[src/rtl/param_sync_fifo.sv]
// Parametrised single-clock FIFO with programmable thresholds, fill count, sticky error flags,
// synchronous flush and a choice of registered or first-word-fall-through read.
module param_sync_fifo #(
  parameter int DATA_WIDTH = 25,
  parameter int DEPTH      = 61,
  parameter int ADDR_WIDTH = 6,
  parameter int AFULL_TH   = 56,
  parameter int AEMPTY_TH  = 4,
  parameter bit FWFT       = 1'b0
) (
  input  logic                  clk,
  input  logic                  rst_n,
  input  logic                  flush,
  input  logic                  wr_en,
  input  logic [DATA_WIDTH-1:0] data_in,
  input  logic                  rd_en,
  output logic [DATA_WIDTH-1:0] data_out,
  output logic                  rd_valid,
  output logic                  empty,
  output logic                  full,
  output logic                  almost_empty,
  output logic                  almost_full,
  output logic [ADDR_WIDTH:0]   fill_cnt,
  output logic                  overflow,
  output logic                  underflow
);

  localparam int CW = ADDR_WIDTH + 1;
  localparam logic [ADDR_WIDTH-1:0] LAST_PTR  = ADDR_WIDTH'(DEPTH - 1);
  localparam logic [CW-1:0]         DEPTH_CNT = CW'(DEPTH);

  generate
    if (DEPTH < 2) begin : g_bad_depth
      $error("param_sync_fifo: DEPTH must be >= 2");
    end
    if ((2 ** ADDR_WIDTH) < DEPTH) begin : g_bad_addr
      $error("param_sync_fifo: ADDR_WIDTH too small for DEPTH");
    end
    if (AFULL_TH < 1 || AFULL_TH > DEPTH) begin : g_bad_afull
      $error("param_sync_fifo: AFULL_TH out of range");
    end
    if (AEMPTY_TH < 0 || AEMPTY_TH > DEPTH - 1) begin : g_bad_aempty
      $error("param_sync_fifo: AEMPTY_TH out of range");
    end
  endgenerate

  logic [DATA_WIDTH-1:0] mem [DEPTH];
  logic [ADDR_WIDTH-1:0] wr_ptr_reg, rd_ptr_reg;
  logic [CW-1:0]         fill_cnt_reg, fill_cnt_next;
  logic                  overflow_reg, underflow_reg;
  logic                  rd_acc, wr_acc;

  assign empty        = (fill_cnt_reg == '0);
  assign full         = (fill_cnt_reg == DEPTH_CNT);
  assign almost_empty = (fill_cnt_reg <= CW'(AEMPTY_TH));
  assign almost_full  = (fill_cnt_reg >= CW'(AFULL_TH));
  assign fill_cnt     = fill_cnt_reg;
  assign overflow     = overflow_reg;
  assign underflow    = underflow_reg;

  // A pop at full frees the slot the simultaneous push lands in, so both proceed.
  assign rd_acc = rd_en & ~empty & ~flush;
  assign wr_acc = wr_en & (~full | rd_acc) & ~flush;

  always_comb begin
    fill_cnt_next = fill_cnt_reg;
    case ({wr_acc, rd_acc})
      2'b10:   fill_cnt_next = fill_cnt_reg + CW'(1);
      2'b01:   fill_cnt_next = fill_cnt_reg - CW'(1);
      default: fill_cnt_next = fill_cnt_reg;
    endcase
  end

  always_ff @(posedge clk or negedge rst_n) begin
    if (!rst_n) begin
      wr_ptr_reg    <= '0;
      rd_ptr_reg    <= '0;
      fill_cnt_reg  <= '0;
      overflow_reg  <= 1'b0;
      underflow_reg <= 1'b0;
    end else if (flush) begin
      wr_ptr_reg    <= '0;
      rd_ptr_reg    <= '0;
      fill_cnt_reg  <= '0;
      overflow_reg  <= 1'b0;
      underflow_reg <= 1'b0;
    end else begin
      fill_cnt_reg <= fill_cnt_next;
      if (wr_acc) wr_ptr_reg <= (wr_ptr_reg == LAST_PTR) ? '0 : wr_ptr_reg + 1'b1;
      if (rd_acc) rd_ptr_reg <= (rd_ptr_reg == LAST_PTR) ? '0 : rd_ptr_reg + 1'b1;
      if (wr_en && !wr_acc) overflow_reg <= 1'b1;
      if (rd_en && empty) underflow_reg <= 1'b1;
    end
  end

  // Storage is deliberately unreset; reads of a shared address see the stored (old) word.
  always_ff @(posedge clk) begin
    if (wr_acc) mem[wr_ptr_reg] <= data_in;
  end

  generate
    if (FWFT) begin : g_fwft
      assign data_out = empty ? '0 : mem[rd_ptr_reg];
      assign rd_valid = ~empty;
    end else begin : g_reg_read
      logic [DATA_WIDTH-1:0] data_out_reg;
      logic                  rd_valid_reg;

      always_ff @(posedge clk or negedge rst_n) begin
        if (!rst_n) begin
          data_out_reg <= '0;
          rd_valid_reg <= 1'b0;
        end else if (flush) begin
          data_out_reg <= '0;
          rd_valid_reg <= 1'b0;
        end else begin
          rd_valid_reg <= rd_acc;
          if (rd_acc) data_out_reg <= mem[rd_ptr_reg];
        end
      end

      assign data_out = data_out_reg;
      assign rd_valid = rd_valid_reg;
    end
  endgenerate

endmodule

[config.mk]
export PLATFORM = sky130hd
export DESIGN_NAME = param_sync_fifo
export DESIGN_NICKNAME = d
export VERILOG_FILES = /design/src/rtl/param_sync_fifo.sv
export SDC_FILE = /design/constraint.sdc
export NUM_CORES = 2
export LEC_CHECK = 0
export CORE_AREA = 10 10 513 314
export DETAILED_ROUTE_END_ITERATION = 6
export DIE_AREA = 0 0 523 324
export GPL_TIMING_DRIVEN = 0
export SLEW_MARGIN = 20
export SYNTH_ARGS = -nofsm -noshare
export SYNTH_HDL_FRONTEND = slang
export SYNTH_SLANG_ARGS = --single-unit
[constraint.sdc]
create_clock -name clk -period 11.9 [get_ports clk]
set_input_delay 1.785 -clock clk [delete_from_list [all_inputs] [get_ports clk]]
set_output_delay 1.785 -clock clk [all_outputs]
set_load 0.02 [all_outputs]
* Word-level counts from Yosys, hierarchy flattened
Memory sizes are Yosys's and may differ from the RTL's.
Index checks and enable logic that the tools add are counted.
** Cells by class
- Order comparisons :: 2
- Add/sub/neg operators :: 4
- Equal/unequal tests :: 5
- Mux-type cells :: 17
- Bitwise logic cells :: 8
- Reduce and logical (&&, ||, !) cells :: 9
** Operators by type and width (number)
- 25-bit 2-to-1 mux :: 2
- 6-bit 2-to-1 mux :: 6
- 7-bit case mux with 2 select lines :: 1
- 6-bit by 1-bit adder with 6-bit output (second input constant) :: 2
- 6-bit == test (second input constant) :: 2
- 2-bit nonzero test :: 4
- 7-bit by 1-bit adder with 7-bit output (second input constant) :: 1
- 7-bit by 6-bit == test with 1-bit output (second input constant) :: 1
- 7-bit by 6-bit greater-or-equal comparator with 1-bit output (second input constant) :: 1
- 7-bit by 3-bit less-or-equal comparator with 1-bit output (second input constant) :: 1
- 7-bit logical NOT :: 1
- 1-bit 2-to-1 mux :: 7
- 7-bit 2-to-1 mux :: 1
- 7-bit by 1-bit subtractor with 7-bit output (second input constant) :: 1
- 1-bit AND :: 4
- 1-bit inverter :: 3
- 3-bit nonzero test :: 1
- 2-bit by 1-bit == test with 1-bit output (second input constant) :: 1
- 2-bit == test (second input constant) :: 1
- 1-bit logical AND :: 2
- 1-bit logical NOT :: 1
- 1-bit bitwise OR :: 1
** Storage, ports and cells
- Word-level logic and storage cells :: 53
- Input port bits :: 30
- Output and inout port bits :: 39
- Memories :: 1
- Register bits after elaboration :: 47
- Memory bits (writable) :: 1525
** Memories
- mem :: depth 61, bits a word 25, rd ports 1, clocked after memory_dff 0, write ports 1, line 47 : logic [DATA_WIDTH-1:0] mem [DEPTH];

* Longest topological paths before layout
- Depth after elaboration :: 11
- Mapped depth :: 13
- Mapped depth without buffers :: 10

* Least setup slack after synthesis
OpenSTA, ideal clock, no wires.
- Path kind :: input-to-reg
- Start :: input flush
- End :: memory mem[16][0] (enable)
- Cell stages on the path :: 5
- Arrival :: 5028 ps
- Setup slack :: 6402 ps
- Path buffers :: 0
- Required time :: 11429 ps
- Setup time :: 471 ps
- Path through :: inv_1 -> o211ai_2 -> a21oi_1 -> nand3_1 -> nor4_1
** Between the ends
- Cells in the longest elaborated chain, start to end :: 7
** Ends and longest elaborated chain
- from (decl) :: line 13 : input logic flush,
- 1-bit inverter (*) :: line 62, 63
- 1-bit AND :: line 62 : assign rd_acc = rd_en & ~empty & ~flush;
- 1-bit bitwise OR :: line 63 : assign wr_acc = wr_en & (~full | rd_acc) & ~flush;
- 1-bit AND :: line 63
- 1-bit AND (*) :: line 63
- 1-bit 2-to-1 mux (*) :: line 98 : if (wr_acc) mem[wr_ptr_reg] <= data_in;
- 1-bit 2-to-1 mux (not written as such) (*) :: line 98
- to (decl) :: line 47
Mark *: on every way between the ends. The rest lies on a longest branch, timed or not.

* Worst setup path in the final report
- Start :: input flush
- End :: memory mem[16][22] (enable)
Same word-level chain as after synthesis.

==> summary.md <==
| Metric | Value |
|---|---|
| Slew @ Worst Pin | 1.15 ns |
| Global Route met2 Usage | 0.250 |
| HP Class | register to register |
| Net Count, Synth | 2782 |
| Crit share post-route | 0.478 |
| Die H | roughly 320 µm |
| Relative slew slack | 0.237 |
| Clock transition at path regs | approximately 0.07 ns |
| Commonest non-fill, non-tap cell in the layout | edfxtp_1 |
| Initial antenna violation count | 7 |
| Avg Cell Area, Syn | 22.0 µm² |
| Area grow syn2layout | 16.3% |
| Routed WL | between 150000 and 200000 µm |
| Post-route ant nets | 0 |
| First DRT Iteration DRCs | a little under 5000 |
| M1 GR Usage | 0.314 |
| Cell area after synthesis | 60400 µm² |
| Max-cap violations | 0 |
| P_int | 9.54 mW |
| Residual DRC count | 10 |
| Routed wire per std cell | 32.5 µm |
| Critical Path Fanout Max | 8 |
| Sw Ratio | 0.267 |
| Clock skew | about 0.045 ns |
| Peak VDD IR | 0.000139 V |
| Ys flop type | edfxtp_1 |
| H-tree depth | 4 |
| Net Sw Power | 3.48 mW |
| DP HPWL | 114000 µm |
| Post-synth EDFFs | about 1500 |
| Kind of critical path | input pin to register |
| PostCTS Resize Cnt | 0 |
| Share of cells above drive strength 1 | 0.259 |
| GR Util met3 | 0.0753 |
| Crit path capture type | register |
| Starting density of the core | 0.398 |
| Initial DRT Pass Iterations | 7 |
| Post-synth ARST share | 0.0299 |
| Vias/cell | 5.90 |
| Post-synthesis sequential area ratio | 0.778 |
| Clock power frac | 0.335 |
| Inst Count DP | 4931 |
| Die W | 523 µm |
| Vias | 30600 |
| Std-Cell Rows | roughly 110 |
| Quantity of hold-fixing buffers added after cts | 0 |
| P_leak | 21.3 nW |
| Upper clock frequency limit | 176 MHz |
| Final non-filler cell total | about 5200 |
| Num CTS Buffers | about 140 |
| Final hold vios | 0 |
| Failing checks | DRC |
| Largest net degree at the start of global routing | 62 |
| Max reg flops | 1525 |
| GRT overflow | 0 |
| Yosys warns | 0 |
| Crit start category | input pin |
| Fin Hold WS | 0.500 ns |
| Vias in the first global route | approximately 29000 |
| Post-route minimum period | 5.69 ns |
| Clock Latency Late Sink | 0.78 ns |
| Number of port buffers | 68 |
| Global placement routability congestion | 0.897 |
| Distinct cells, synth | 46 |
| Flop pwr share | 0.475 |
| # setup viols final | 0 |
| Clk sinks | 1572 |
| Outcome | finished, violations left |
| Ant. Diodes | 0 |
| Final nets | 3077 |
| Slew Limit Fails | 0 |
| Mapped Cells | between 2000 and 3000 |
| RSZ-0062 raised after global routing | false |
| CTS tree | done |
| Setup repair bufs after CTS | 0 |
| Layout fillers | 12400 |
| Core area | 152000 µm² |
| Clock root cell | clkbuf_16 |
| Post-layout util | 0.463 |
| Power per cell area | 185 nW/µm² |
| First-pass GRT wire length | 236000 µm |
| Gr busiest metal | met1 |
| I/O pins | 69 |
| TNS Setup | 0 ns |
| Req. time, crit path | between 10 and 15 ns |
| Most frequent cells in the layout | 1525 x edfxtp_1, 375 x mux4_2, 141 x clkbuf_16 |
| Arr. time, crit path | 6.16 ns |
| Clock Tree Buf Depth | 3 |
| Comb pwr share | 0.190 |
| Power, Total | 13.0 mW |
| Synth Register Bits | 1572 |
| Die area | 169000 µm² |
| Total global-route track usage | 0.197 |
==> worst max-delay path: stages <==
cell and delay [ns]:
clkdlybuf4s50_1 0.43, inv_1 0.21, o211ai_2 0.19, a21oi_1 0.88, nand3_1 0.87, nor4_2 0.75, buf_2 0.33, buf_2 0.24
buf_2 0.24, buf_2 0.20
==> worst paths after layout <==
kind                       slack (ns)   startpoint  cells past startpoint     endpoint
max in group asynchronous       10.58        rst_n                      2  data_out[3]
min in group asynchronous        0.83        rst_n                      1    underflow
hold / removal                   0.50    underflow                      2    underflow
setup reg to reg                 7.18  fill_cnt[0]                      9  mem[16][22]
hold reg to reg                  0.50    underflow                      2    underflow
setup / recovery                 6.21        flush                     10  mem[16][22]
==> per-stage QoR <==
step | cell area, µm² | setup WS, ns
final | 70200 | 6.21
after CTS | 70200 | 6.38
after global routing | 70200 | 6.06
after global placement | 63600 | 1.93
after floorplan | 60400 | 6.40
after detailed placement | 66000 | 5.59
==> final cells by class <==
cell class                      count  area, µm²  area share
Clock buffer                      191       3780      0.0538
Buffer                            151        781      0.0111
Sequential cell                  1572      47000       0.669
Inverter                           11       41.3    0.000588
Timing Repair Buffer              155       2590      0.0369
Clock inverter                     57        478     0.00680
Multi-Input combinational cell   1008      13100       0.186
Tap cell                         2034       2540      0.0362
==> power groups by stage <==
| stage | Combinational, mW | Sequential (mW) | Clock (mW) |
|---|---|---|---|
| 6_report | 2.47 | 6.18 | 4.36 |
| 5_1_grt | 2.61 | 6.18 | 4.65 |
| 4_1_cts | 2.46 | 6.18 | 4.42 |
| 3_5_place_dp | 2.45 | 6.30 | 0 |
| 3_3_place_gp | 2.41 | 6.32 | 0 |
| 2_1_floorplan | 1.48 | 6.31 | 0 |
==> kinds of logic after synthesis <==
group,synth area share
simple gates,0.0174
fa+ha+maj,0.00220
flops,0.778
mux,0.162
xor+xnor,0.00102
buf+inv,0.0136
compound gates,0.0264
==> per-layer routing <==
| layer | vias to the layer above | part of all wire |
|---|---|---|
| li1 | 12200 | - |
| met3 | 190 | 0.14 |
| met1 | 16400 | 0.45 |
| met2 | 1802 | 0.39 |
| met5 | - | 0.000077 |
| met4 | 2 | 0.019 |
==> cells in the mapped netlist (all sizes together) (9+ instances only) <==
master | count | share of area
edfxtp | 1525 | 0.76
mux4 | 375 | 0.14
mux2i | 118 | 0.020
a21oi | 81 | 0.0067
buf | 79 | 0.0084
nor2 | 78 | 0.0048
nand2 | 76 | 0.0047
clkbuf | 72 | 0.0045
dfrtp | 47 | 0.019
o21ai | 42 | 0.0035
a22oi | 31 | 0.0039
nand3 | 30 | 0.0025
nor2b | 27 | 0.0028
a211oi | 25 | 0.0031
o22ai | 25 | 0.0026
o221ai | 15 | 0.0022
a32oi | 13 | 0.0019
mux2 | 12 | 0.0022
inv | 11 | 0.00068
ha | 9 | 0.0019
No activity file was read; power rests on OpenSTA's default activity.
